`src/rtl/clk_monitor_pkg.sv`:
```
// Shared types and default sizing for the clock monitor.
// Counter width and stuck timeout defaults live here so the top and benches agree.
package clk_monitor_pkg;

  typedef enum logic [1:0] {
    IDLE = 2'd0,
    ARM  = 2'd1,
    MEAS = 2'd2
  } mon_state_t;

  localparam int DEF_CNT_W   = 16;
  localparam int DEF_TIMEOUT = 65535;

endpackage

```
`src/rtl/clk_monitor_edge_sync.sv`:
```
// Two-flop synchronizer plus a history flop for one asynchronous clock input.
// Outputs the synchronized level and a single-cycle rising-edge strobe.
module edge_sync (
  input  logic clk,
  input  logic rst,
  input  logic din,
  output logic level,
  output logic rise
);

  logic meta;
  logic sync;
  logic hist;

  // NOTE: flops take non-blocking assignments so each stage samples the
  // previous stage's old value; blocking here would collapse the chain.
  always_ff @(posedge clk) begin
    if (rst) begin
      meta <= 1'b0;
      sync <= 1'b0;
      hist <= 1'b0;
    end else begin
      meta <= din;
      sync <= meta;
      hist <= sync;
    end
  end

  assign level = sync;
  assign rise  = sync & ~hist;

endmodule

```
`src/rtl/clk_monitor.sv`:
```
// Clock monitor: measures period, high time and ref-to-mon phase of an
// asynchronous clock in clk cycles, and flags a clock that stops toggling.
module clk_monitor
  import clk_monitor_pkg::*;
#(
  parameter int CNT_W   = DEF_CNT_W,
  parameter int TIMEOUT = DEF_TIMEOUT
) (
  input  logic             clk,
  input  logic             rst,
  input  logic             enable,
  input  logic             mon_in,
  input  logic             ref_in,
  output logic [CNT_W-1:0] period,
  output logic [CNT_W-1:0] high_time,
  output logic [CNT_W-1:0] phase,
  output logic             meas_valid,
  output logic             stuck
);

  localparam logic [CNT_W-1:0] CNT_MAX = '1;
  localparam logic [CNT_W-1:0] CNT_ONE = CNT_W'(1);
  localparam logic [CNT_W-1:0] TO_LAST = CNT_W'(TIMEOUT - 1);

  function automatic logic [CNT_W-1:0] sat_inc(input logic [CNT_W-1:0] v);
    return (v == CNT_MAX) ? v : v + CNT_ONE;
  endfunction

  logic mon_level;
  logic mon_rise;
  logic ref_level_unused;
  logic ref_rise;

  edge_sync u_mon_sync (
    .clk   (clk),
    .rst   (rst),
    .din   (mon_in),
    .level (mon_level),
    .rise  (mon_rise)
  );

  edge_sync u_ref_sync (
    .clk   (clk),
    .rst   (rst),
    .din   (ref_in),
    .level (ref_level_unused),
    .rise  (ref_rise)
  );

  mon_state_t       state;
  logic [CNT_W-1:0] per_cnt;
  logic [CNT_W-1:0] hi_cnt;
  logic [CNT_W-1:0] ph_cnt;
  logic [CNT_W-1:0] to_cnt;
  logic [CNT_W-1:0] ph_next;

  // Phase counter value after this edge; a coincident ref rise reads as zero.
  assign ph_next = ref_rise ? '0 : sat_inc(ph_cnt);

  always_ff @(posedge clk) begin
    if (rst) begin
      state      <= IDLE;
      per_cnt    <= '0;
      hi_cnt     <= '0;
      ph_cnt     <= '0;
      to_cnt     <= '0;
      period     <= '0;
      high_time  <= '0;
      phase      <= '0;
      meas_valid <= 1'b0;
      stuck      <= 1'b0;
    end else begin
      meas_valid <= 1'b0;
      if (!enable) begin
        state   <= IDLE;
        per_cnt <= '0;
        hi_cnt  <= '0;
        ph_cnt  <= '0;
        to_cnt  <= '0;
        stuck   <= 1'b0;
      end else begin
        case (state)
          IDLE: begin
            state   <= ARM;
            per_cnt <= '0;
            hi_cnt  <= '0;
            ph_cnt  <= '0;
            to_cnt  <= '0;
          end
          ARM, MEAS: begin
            ph_cnt <= ph_next;
            if (mon_rise) begin
              // Only a rise that closes a started period produces a result.
              if (state == MEAS) begin
                period     <= per_cnt;
                high_time  <= hi_cnt;
                phase      <= ph_next;
                meas_valid <= 1'b1;
              end
              state   <= MEAS;
              per_cnt <= CNT_ONE;
              hi_cnt  <= CNT_ONE;
              to_cnt  <= '0;
              stuck   <= 1'b0;
            end else if (to_cnt == TO_LAST) begin
              state   <= ARM;
              stuck   <= 1'b1;
              to_cnt  <= '0;
              per_cnt <= '0;
              hi_cnt  <= '0;
            end else begin
              to_cnt <= to_cnt + CNT_ONE;
              if (state == MEAS) begin
                per_cnt <= sat_inc(per_cnt);
                if (mon_level) hi_cnt <= sat_inc(hi_cnt);
              end
            end
          end
          default: state <= IDLE;
        endcase
      end
    end
  end

endmodule

```
`config.mk`:
```
export PLATFORM = sky130hd
export DESIGN_NAME = clk_monitor
export DESIGN_NICKNAME = d
export VERILOG_FILES = /design/src/rtl/clk_monitor_pkg.sv /design/src/rtl/clk_monitor_edge_sync.sv /design/src/rtl/clk_monitor.sv
export SDC_FILE = /design/constraint.sdc
export NUM_CORES = 1
export LEC_CHECK = 0
export BUFFER_PORTS_ARGS = -buffer_cell sky130_fd_sc_hd__buf_2
export CAP_MARGIN = 5
export CELL_PAD_IN_SITES_DETAIL_PLACEMENT = 0
export CELL_PAD_IN_SITES_GLOBAL_PLACEMENT = 2
export CORE_UTILIZATION = 38
export DETAILED_ROUTE_END_ITERATION = 10
export GPL_ROUTABILITY_DRIVEN = 0
export GPL_TIMING_DRIVEN = 0
export PLACE_DENSITY_LB_ADDON = 0.1
export SETUP_SLACK_MARGIN = 0.4
export SLEW_MARGIN = 20
export SYNTH_ARGS = -nofsm -noshare
export SYNTH_HDL_FRONTEND = slang
export SYNTH_SLANG_ARGS = --single-unit
```
`constraint.sdc`:
```
create_clock -name clk -period 3.8 [get_ports clk]
set_clock_uncertainty 0.2 [all_clocks]
set_input_delay 0.57 -clock clk [delete_from_list [all_inputs] [get_ports clk]]
set_output_delay 0.57 -clock clk [all_outputs]
set_load 0.05 [all_outputs]
```
### Word-level counts from Yosys, hierarchy flattened

Cells that the tools add are included.

| storage, ports and cells | value |
|---|---|
| flip-flop bits (word level) | 122 |

| cells by class | value |
|---|---|
| add/subtract/negate cells | 4 |
| equal/unequal tests | 11 |
| muxes and demuxes | 23 |
| bitwise gates (word level) | 7 |
| reductions and logical operators | 10 |

Operators by type and width:

| operator | count |
|---|---|
| $mux 16 | 13 |
| $pmux 16 s2 | 4 |
| $add 16x1->16 const B | 4 |
| $eq 16x16->1 const B | 4 |
| $ne 4x4->1 const B | 3 |
| $reduce_and 4->1 | 2 |
| $not 1->1 | 5 |
| $mux 2 | 2 |
| $ne 4x3->1 const B | 1 |
| $pmux 2 s2 | 1 |
| $reduce_bool 2->1 | 2 |
| $reduce_or 2->1 | 2 |
| $reduce_or 4->1 | 1 |
| $mux 1 | 3 |
| $ne 3x3->1 const B | 1 |
| $reduce_and 3->1 | 1 |
| $and 1x1->1 | 2 |
| $eq 2x1->1 const B | 1 |
| $eq 2x2->1 const B | 1 |
| $logic_not 2->1 | 1 |
| $reduce_and 2->1 | 1 |

### Depth between registers and ports, before layout

Gate-level depths: netlist of run 1.

| logic depth | value |
|---|---|
| depth after elaboration | 7 |
| gate-level depth with buffers | 10 |

### By module

From an unflattened synthesis of run 1, not the netlist that was laid out.

| unflattened totals | value |
|---|---|
| cells, all modules | 661 |
| area, all modules | 5435.2 um^2 |

By module, submodules not included:

| module | times used | cells an instance | area an instance (um^2) | sequential area each (um^2) |
|---|---|---|---|---|
| clk_monitor | 1 | 647 | 5260.0 | 2322.2 |
| edge_sync | 2 | 7 | 87.6 | 60.1 |

### Worst setup path after synthesis of run 1

No wires, ideal clock.

| timing path | value |
|---|---|
| kind | flip-flop to flip-flop |
| start | register state[0] |
| end | register hi_cnt[9] |
| arrival | 2207 ps |
| required time | 3537 ps |
| slack | 1330 ps |
| cell stages (with the launch flop) | 9 |
| period minus slack after synthesis | 2470 ps |
| cells stage by stage | dfxtp_1 > inv_1 > ha_1 > clkbuf_1 > nand2_1 > clkbuf_1 > or4_1 > or4_1 > nand3_1 |

| on the way | value |
|---|---|
| cells in the longest elaborated chain, start to end | 4 |

Ends and longest elaborated chain:

| element | RTL line | source |
|---|---|---|
| start, declared | clk_monitor.sv:50 | `mon_state_t state;` |
| start signal, assigned | clk_monitor.sv:62 | `state <= IDLE;` |
| start signal, assigned | clk_monitor.sv:75 | `state <= IDLE;` |
| start signal, assigned | clk_monitor.sv:84 | `state <= ARM;` |
| $eq 2x2->1 or $eq 2x1->1 (tied branches) | clk_monitor.sv:82, clk_monitor.sv:113 |  |
| $reduce_or 2->1 | clk_monitor.sv:82 | `case (state)` |
| $ne 4x3->1 (no source line) (tied with other cells) | -- |  |
| $reduce_and 4->1 (no source line) | -- |  |
| end signal, assigned | clk_monitor.sv:115 | `if (mon_level) hi_cnt <= sat_inc(hi_cnt);` |
| end, declared | clk_monitor.sv:52 | `logic [CNT_W-1:0] hi_cnt;` |

Several ways; a longest one is shown, not always the timed one.
A chain may end at the register's enable or synchronous reset.

### Worst setup path in the final report of run 1

| timing path | value |
|---|---|
| start | register state[0] |
| end | register to_cnt[13] |

| on the way | value |
|---|---|
| cells in the longest elaborated chain, start to end | 3 |

Ends and longest elaborated chain:

| element | RTL line | source |
|---|---|---|
| $eq 2x2->1 or $eq 2x1->1 (tied branches) | clk_monitor.sv:82 |  |
| $reduce_or 2->1 | clk_monitor.sv:82 |  |
| $pmux 16 s2 or $reduce_bool 2->1 (tied branches) | -- |  |
| end signal, assigned | clk_monitor.sv:112 | `to_cnt <= to_cnt + CNT_ONE;` |
| end, declared | clk_monitor.sv:54 | `logic [CNT_W-1:0] to_cnt;` |

Several ways; a longest one is shown, not always the timed one.

==> results of run 1 <==
cell usage in the layout (no fill, tap or decap), drive strengths merged, types with 13 or more instances in the layout:
| cell | instances |
|---|---|
| a21oi | 66 |
| buf | 58 |
| clkbuf | 65 |
| dfxtp | 122 |
| inv | 13 |
| nand2 | 99 |
| nand3 | 39 |
| nand4 | 19 |
| nor2 | 36 |
| nor3 | 16 |
| o21ai | 18 |
| o31ai | 20 |
| or4 | 20 |
| xnor2 | 13 |
cell type report:
cell class	count	share of cell area (%)
Multi-Input combinational cell	492	43.77
Clock inverter	8	2.074
Clock buffer	23	7.224
Inverter	13	0.7224
Sequential cell	122	36.15
Buffer	46	2.649
Tap cell	184	3.408
Timing Repair Buffer	54	4.001
flip-flops by register name, indices dropped and copies added, names as in the netlist, 2 cells and up:
register	count
hi_cnt	16
high_time	16
per_cnt	16
period	16
ph_cnt	16
phase	16
to_cnt	16
state	2
synthesized netlist by cell type, types with 11 or more instances:
cell,n
sky130_fd_sc_hd__a21oi_1,66
sky130_fd_sc_hd__a22o_1,11
sky130_fd_sc_hd__clkbuf_1,42
sky130_fd_sc_hd__dfxtp_1,122
sky130_fd_sc_hd__inv_1,13
sky130_fd_sc_hd__nand2_1,99
sky130_fd_sc_hd__nand3_1,39
sky130_fd_sc_hd__nand4_1,18
sky130_fd_sc_hd__nor2_1,36
sky130_fd_sc_hd__nor2b_1,11
sky130_fd_sc_hd__nor3_1,16
sky130_fd_sc_hd__o21ai_0,15
sky130_fd_sc_hd__o31ai_1,20
sky130_fd_sc_hd__or4_1,20
sky130_fd_sc_hd__xnor2_1,13
power groups by stage:
stage	registers, uW	logic [uW]	clock network, uW
floorplan	1310	65.2	0
global placement	1320	101	0
detailed placement	1320	100	0
CTS	1290	101	1760
global route	1290	113	1820
finish	1290	101	1710
metrics by stage:
step / hold slack (ns) / worst slack (ns) / instance area [um2] / utilization (%)
after floorplan: 0.2138 / 1.330 / 5618 / -
after global placement: 0.2227 / 0.5803 / 6118 / 42.26
after detailed placement: 0.2306 / 0.5370 / 6118 / 42.26
after CTS: 0.1502 / 0.5516 / 6746 / 46.60
after global routing: 0.1607 / 0.5112 / 6755 / 46.66
final: 0.1681 / 0.7927 / 6755 / 46.66
worst max path at each step:
stage | cells past startpoint | end | startpoint | slack (ns)
4_1_cts | 6 | phase[11]$_SDFFE_PP0P_ | u_mon_sync.level$_SDFF_PP0_ | 0.55
3_3_place_gp | 6 | phase[13]$_SDFFE_PP0P_ | u_mon_sync.level$_SDFF_PP0_ | 0.58
2_1_floorplan | 8 | hi_cnt[9]$_SDFFE_PP0P_ | state[0]$_SDFFE_PP0P_ | 1.33
5_1_grt | 9 | to_cnt[13]$_SDFFE_PP0N_ | state[0]$_SDFFE_PP0P_ | 0.51
6_report | 9 | to_cnt[13]$_SDFFE_PP0N_ | state[0]$_SDFFE_PP0P_ | 0.79
3_5_place_dp | 6 | phase[11]$_SDFFE_PP0P_ | u_mon_sync.level$_SDFF_PP0_ | 0.54
cell families after synthesis:
kind of cell / Yosys count / share of synthesized area [%]
AO/OA/AOI/OAI: 159 / 18.26
adder cells (fa/ha/maj): 10 / 2.227
buffers and inverters: 59 / 4.053
flip-flops: 122 / 43.47
AND/OR/NAND/NOR: 293 / 27.06
multiplexers: 8 / 1.492
XOR/XNOR: 22 / 3.430
per-layer routing:
layer | GRT usage [%] | vias up | share of wire, %
met4 | 8.057 | 0 | 1.4
met5 | 0 | - | 0
met1 | 27.55 | 2524 | 47
met3 | 4.808 | 18 | 3.5
met2 | 34.97 | 105 | 48
li1 | - | 2598 | -
==> summary by stage, run 1 <==
Layout
In the final layout, the multi-input gates occupy 0.002957 mm2. In the final layout, the share of cells above drive strength 1 is 13.06%. The net total in the final layout is roughly 760. The layout-stage area growth over the synthesis result is 20.25%.

The number of fill cells is 1465. The number of standard cells in the layout, taps in and fillers out is around 940. The final antenna diode count is 0. The sequential cell area is 0.002442 mm2.

Min path
The worst hold path was traced through 2 stages. The type of the worst min-delay path is input port to flop. In this run the most critical hold path is launched from mon_in. The capture endpoint of the worst hold path is u_mon_sync.meta$_SDFF_PP0_.

Synth
The cell type with the highest aggregate area in the netlist is sky130_fd_sc_hd__dfxtp_1. The number of warning messages in the yosys log is 0. The synthesized design contains between 100 and 150 register bits. The register area share after synthesis is 43.47%. After synthesis, the netlist uses 54 different library cells.

After synthesis, the cell types taking the most area are sky130_fd_sc_hd__dfxtp_1, sky130_fd_sc_hd__nand2_1, sky130_fd_sc_hd__a21oi_1. The most used flip-flop cell after synthesis is sky130_fd_sc_hd__dfxtp_1. The mapped netlist covers 0.005618 mm2. After synthesis, the mean cell area works out to 8.348 um2. The number of nets handed over by synthesis was slightly below 700.

For this run, asynchronously set or reset flops after synthesis account for 0%. Counting every instance in the synthesized netlist gives between 600 and 700. The count of flip-flops with a built-in enable after synthesis is 0. The portion of synthesized cell area occupied by the leading cell type is 43.47%.

Pwr
The reported leakage power is 0.002365 uW. In this run the power density over the cells is 459.3 mW/mm2. The analysis attributes to net switching a power of 635.0 uW.

The switching part of the total power is 20.47%. The sequential fraction of design power is a little over two fifths. Combinational logic is responsible for 3.3% of the overall power. Cell internal power was estimated by the tool at 2468 uW.

The total power after layout is 3103 uW. In this run, the clock network consumes a little under three fifths of the power. VDD sags by at most 0.0002852 V.

Timing
The number of pins with negative max-slew slack in the final report is 0. At the pin with the least slew margin, the transition time is between 0.6 and 0.7 ns. Setup repair after global routing left no endpoint under its margin. The setup-violating endpoint count in the final report is 0. The final hold violation count came to 0. Adding up every negative setup slack in the final design gives 0 ns. The post-route clock period utilization is 79.14%.

The achievable frequency is approximately 330 MHz. The clock period could shrink to 3.007 ns. In this run the tightest slew margin relative to its limit is 54.07%.

Worst setup path
The data required time of the critical path is 3.89 ns. The cell that appears most often on the critical path is sky130_fd_sc_hd__clkbuf_1. The largest fanout on the critical path is 10.

The delay of the slowest critical-path stage is 0.40 ns. The worst setup path is launched from a flop. The worst-path cell with the longest stage delay is sky130_fd_sc_hd__clkbuf_1. The critical path contains buffers and inverters numbering 4 combined. The source of the worst register-to-register timing path is state[0]$_SDFFE_PP0P_. The gate family responsible for the most delay along the worst path is buffers and inverters.

The capturing element type of the critical path is a flop. The minimum setup slack among reg-to-reg paths is 0.79 ns. Walking the worst path, the cells encountered are inv_1, ha_1, clkbuf_1, nand2_1, clkbuf_1, nor2_1, o21ai_2, clkbuf_1, nor2_1.

For the worst flop-to-flop path, the logic depth is 9. The critical setup path kind is flop to flop. The capture instance of the worst register-to-register path is to_cnt[13]$_SDFFE_PP0N_. The data arrival at the endpoint of the critical path is 3.09 ns.

Detailed routing
The remaining antenna violation count is 0. The via density per instance is about 5.6. After detailed routing, the average wire length per cell comes to ~16 um. The starting DRC count in detailed routing is 323. For this block, the routed nets add up to 15410 um of wire. For this block, the via count after detailed routing is 5245. The number of detailed-route iterations in the first pass is 6.

For this run, design rule violations remaining after detail routing come to 0.

Die
The die is 123.6 um tall. The die extent in x is 123.6 um. The number of rows in the core area is 44. The initial utilization of the core area, before any placement, comes to 38.80%. The overall die area is 0.01527 mm2. In this run the count of I/O pins placed on the die edge is 55. The floorplan core area is around 0.014 mm2.

Clock tree
Post-CTS timing repair inserted 0 buffers for setup. Clock-pin slew was measured on the worst setup and hold paths at 0.05 ns. In this run, post-CTS repair resized a total of 0 instances.

The clock insertion delay at the later pin of the skew report is 0.42 ns. The number of hold-repair buffers added at the cts stage is 0. The CTS H-tree depth is 4. Counting along the longest clock path gives a buffer depth of 2. The clock tree root driver cell is sky130_fd_sc_hd__clkbuf_16. Counting the buffers created by CTS gives 17.

The CTS tree is built. The number of clock sinks seen by CTS is ~120.

Run
Across the run, the number of max-cap violations was 0.

Global route
Entering global routing, the biggest net connects 17 pins. For this run the aggregate overflow at the end of global routing stands at 0. The number of global-route vias before repair came to 4828.

The first global-routing pass estimated ~25000 um of wire. The number of antenna violations at the first check in global routing was 0. Global routing used between 20% and 30% of the available tracks across all layers.

Placed design
The quantity of I/O buffers inserted on ports is 54. The number of placed cells counting well taps is 911. Detailed placement finished with a half-perimeter wire length of 11080 um.

Run status
The run finished with clean final reports.
Note: power is estimated with default switching activity, not from simulation.
==> run 2: changes to the inputs <==
CORE_UTILIZATION = 36   (was 38)
clock period = 2.8 ns   (was 3.8 ns; I/O delays follow)
==> summary by stage, run 2 (synthesis results as in run 1) <==
Run status
Status: finished clean (unchanged).

Detailed routing
The via density per instance is 5.491 (was 5.568). The starting DRC count in detailed routing came to 305 (was 323). The DRC violation count after routing was 0 (unchanged). The average detailed-routed wire length per instance is 16.55 um (was 16.36 um).

The total wire length was 16070 um (was 15410 um). The number of detailed-route iterations in the first pass is 4 (was 6). The remaining antenna violation count is 0 (unchanged). The routed via count came to 5332 (was 5245).

Timing
The final hold violation count was 0 (unchanged). Setup repair after global routing missed its margin: true (was false). The post-route clock period utilization was 84.52% (was 79.14%).

The number of pins with negative max-slew slack in the final report was 0 (unchanged). The transition time at the pin with the least slew margin was 0.6475 ns (was 0.6836 ns). The setup-violating endpoint count in the final report is 0 (unchanged). The relative slew slack was 56.75% (was 54.07%).

The smallest hold slack is 0.02447 ns (was 0.1681 ns). The total negative setup slack is 0 ns (unchanged). The achievable frequency is 422.5 MHz (was 332.5 MHz). The shortest clock period the worst path allows after layout is 2.367 ns (was 3.007 ns).

Layout
The most common cell after layout, fill and taps aside is sky130_fd_sc_hd__dfxtp_1 (unchanged). The share of cells above drive strength 1 is 23.37% (was 13.06%). The total non-filler cell area in the finished layout was 0.007297 mm2 (was 0.006755 mm2). The final antenna diode count is 0 (unchanged).

Commonest non-fill, non-tap cells in the layout: sky130_fd_sc_hd__dfxtp_1, sky130_fd_sc_hd__nand2_1, sky130_fd_sc_hd__a21oi_1 (unchanged). The layout-stage area growth over the synthesis result came to 29.89% (was 20.25%). The net total in the final layout is 785 (was 761).

Pwr
The reported leakage power is 0.002609 uW (was 0.002365 uW). The worst ir drop on vdd is 0.0004261 V (was 0.0002852 V). The total power after layout is 4346 uW (was 3103 uW). The areal power density over the cells came to 595.6 mW/mm2 (was 459.3 mW/mm2).

Clock tree
The CTS tree is built (unchanged). The maximum count of clock buffers along a single path is 2 (unchanged). The CTS H-tree depth is 4 (unchanged). The clock insertion delay at the later pin of the skew report is 0.42 ns (about the same).

The clock transition at the register clock pins on the worst setup and hold paths after CTS was 0.06 ns (was 0.05 ns). The number of clock sinks seen by CTS is 122 (unchanged). The total CTS buffers is 17 (unchanged).

The clock tree root driver cell is sky130_fd_sc_hd__clkbuf_16 (unchanged). The number of hold-repair buffers added at the cts stage was 0 (unchanged).

Min path
The type of the worst min-delay path is input port to flop (unchanged).

Worst setup path
The library cell appearing most often on the critical path is sky130_fd_sc_hd__buf_6 (was sky130_fd_sc_hd__clkbuf_1). Crit-path cells: ha_4, nand3_4, or4_4, a211oi_4, buf_6, buf_6, nor4_1, o21a_1 (was inv_1, ha_1, clkbuf_1, nand2_1, clkbuf_1, nor2_1, o21ai_2, clkbuf_1, nor2_1). The critical path launch point type is a flop (unchanged). The data required time of the critical path is 2.92 ns (was 3.89 ns). The critical setup path kind is flop to flop (unchanged).

The largest fanout on the critical path is 10 (unchanged). The capturing element type of the critical path is a flop (unchanged). The worst-path cell with the longest stage delay is sky130_fd_sc_hd__or4_4 (was sky130_fd_sc_hd__clkbuf_1). The data arrival at the endpoint of the critical path is 2.48 ns (was 3.09 ns). The delay of the slowest critical-path stage was 0.53 ns (was 0.40 ns).

Global route
The number of global-route vias before repair is 5221 (was 4828). The total overflow reported by the global router is 0 (unchanged). The total global-route track usage is 20.94% (was 21.45%). The maximum number of pins on one net before global-route repair is 17 (unchanged). The number of antenna violations at the first check in global routing is 0 (unchanged). The wire length of the first global-routing pass is 26390 um (was 24780 um).

Placed design
The instance area after placement is 0.006132 mm2 (was 0.006118 mm2). The quantity of I/O buffers inserted on ports is 54 (unchanged). The post-detailed-placement half-perimeter wirelength is 11170 um (was 11080 um).

Die
The vertical extent of the die is 126.9 um (was 123.6 um). The floorplan core area is 0.01520 mm2 (was 0.01448 mm2). The starting density of the core is 36.95% (was 38.80%).

The total I/O pin count is 55 (unchanged). The overall die area came to 0.01611 mm2 (was 0.01527 mm2). The die extent in x is 126.9 um (was 123.6 um). The number of rows in the core area is 45 (was 44).

Run
The count of maximum capacitance violations was 0 (unchanged).
run 2: changes by cell type in the layout (fill, tap and decap cells not counted), sizes merged:
| cell | delta |
|---|---|
| buf | +25 |
| clkinv | -1 |
| clkbuf | -4 |
| clkinvlp | +4 |
| bufinv | +1 |
run 2: layout make-up:
type	count	area, um2
clock inverter	12	195.2
inverter	13	48.80
tap	188	235.2
timing repair buffer	78	471.7
sequential	122	2460
multi-input combinational	492	3153
clock buffer	20	456.7
fill	1536	7905
buffer	46	276.5
run 2: final timing paths:
kind,slack [ns],startpoint,endpoint,cells after the start
worst max-delay path,0.43,hi_cnt[0]$_SDFFE_PP0P_,hi_cnt[8]$_SDFFE_PP0P_,8
worst min register to register,0.23,phase[13]$_SDFFE_PP0P_,phase[13]$_SDFFE_PP0P_,2
worst min-delay path,0.02,ref_in,u_ref_sync.meta$_SDFF_PP0_,2
worst max register to register,0.43,hi_cnt[0]$_SDFFE_PP0P_,hi_cnt[8]$_SDFFE_PP0P_,8
run 2: critical path: cells and delay by family (launching register included):
| kind | cells | cell delay, ns |
|---|---|---|
| AND/OR/NAND/NOR | 3 | 0.70 |
| AO/OA/AOI/OAI | 2 | 0.49 |
| flip-flops | 1 | 0.39 |
| buffers and inverters | 2 | 0.31 |
| adder cells (fa/ha/maj) | 1 | 0.17 |
run 2: where the power goes:
group          total [uW]  internal (uW)  switching [uW]
Sequential           1750           1740            5.68
Combinational         174           58.4             116
Clock                2420           1620             804
Total                4350           3420             926
run 2: metal layers:
layer | wire length, um | vias to the layer above | GRT usage (%)
li1 | - | 2652 | -
met1 | 7442 | 2578 | 25.89
met2 | 7961 | 82 | 35.46
met3 | 458 | 20 | 4.429
met4 | 206 | 0 | 8.473
met5 | 0 | - | 0
run 2: timing repair:
action | in CTS | in global routing
pin swaps | 6 | 5
gates cloned | 1 | 1
endpoints found under the setup margin | 73 | 61
setup buffers | 20 | 2
gates resized for setup | 62 | 41
run 2: metrics by stage:
| step | cells | utilization, % | setup WS [ns] |
|---|---|---|---|
| after global placement | 915 | 40.30 | -0.4000 |
| final | 971 | 48.00 | 0.4333 |
| after floorplan | 673 | - | 0.4023 |
| after detailed placement | 915 | 40.34 | -0.3830 |
| after CTS | 968 | 46.93 | 0.3849 |
| after global routing | 971 | 48.00 | 0.3620 |
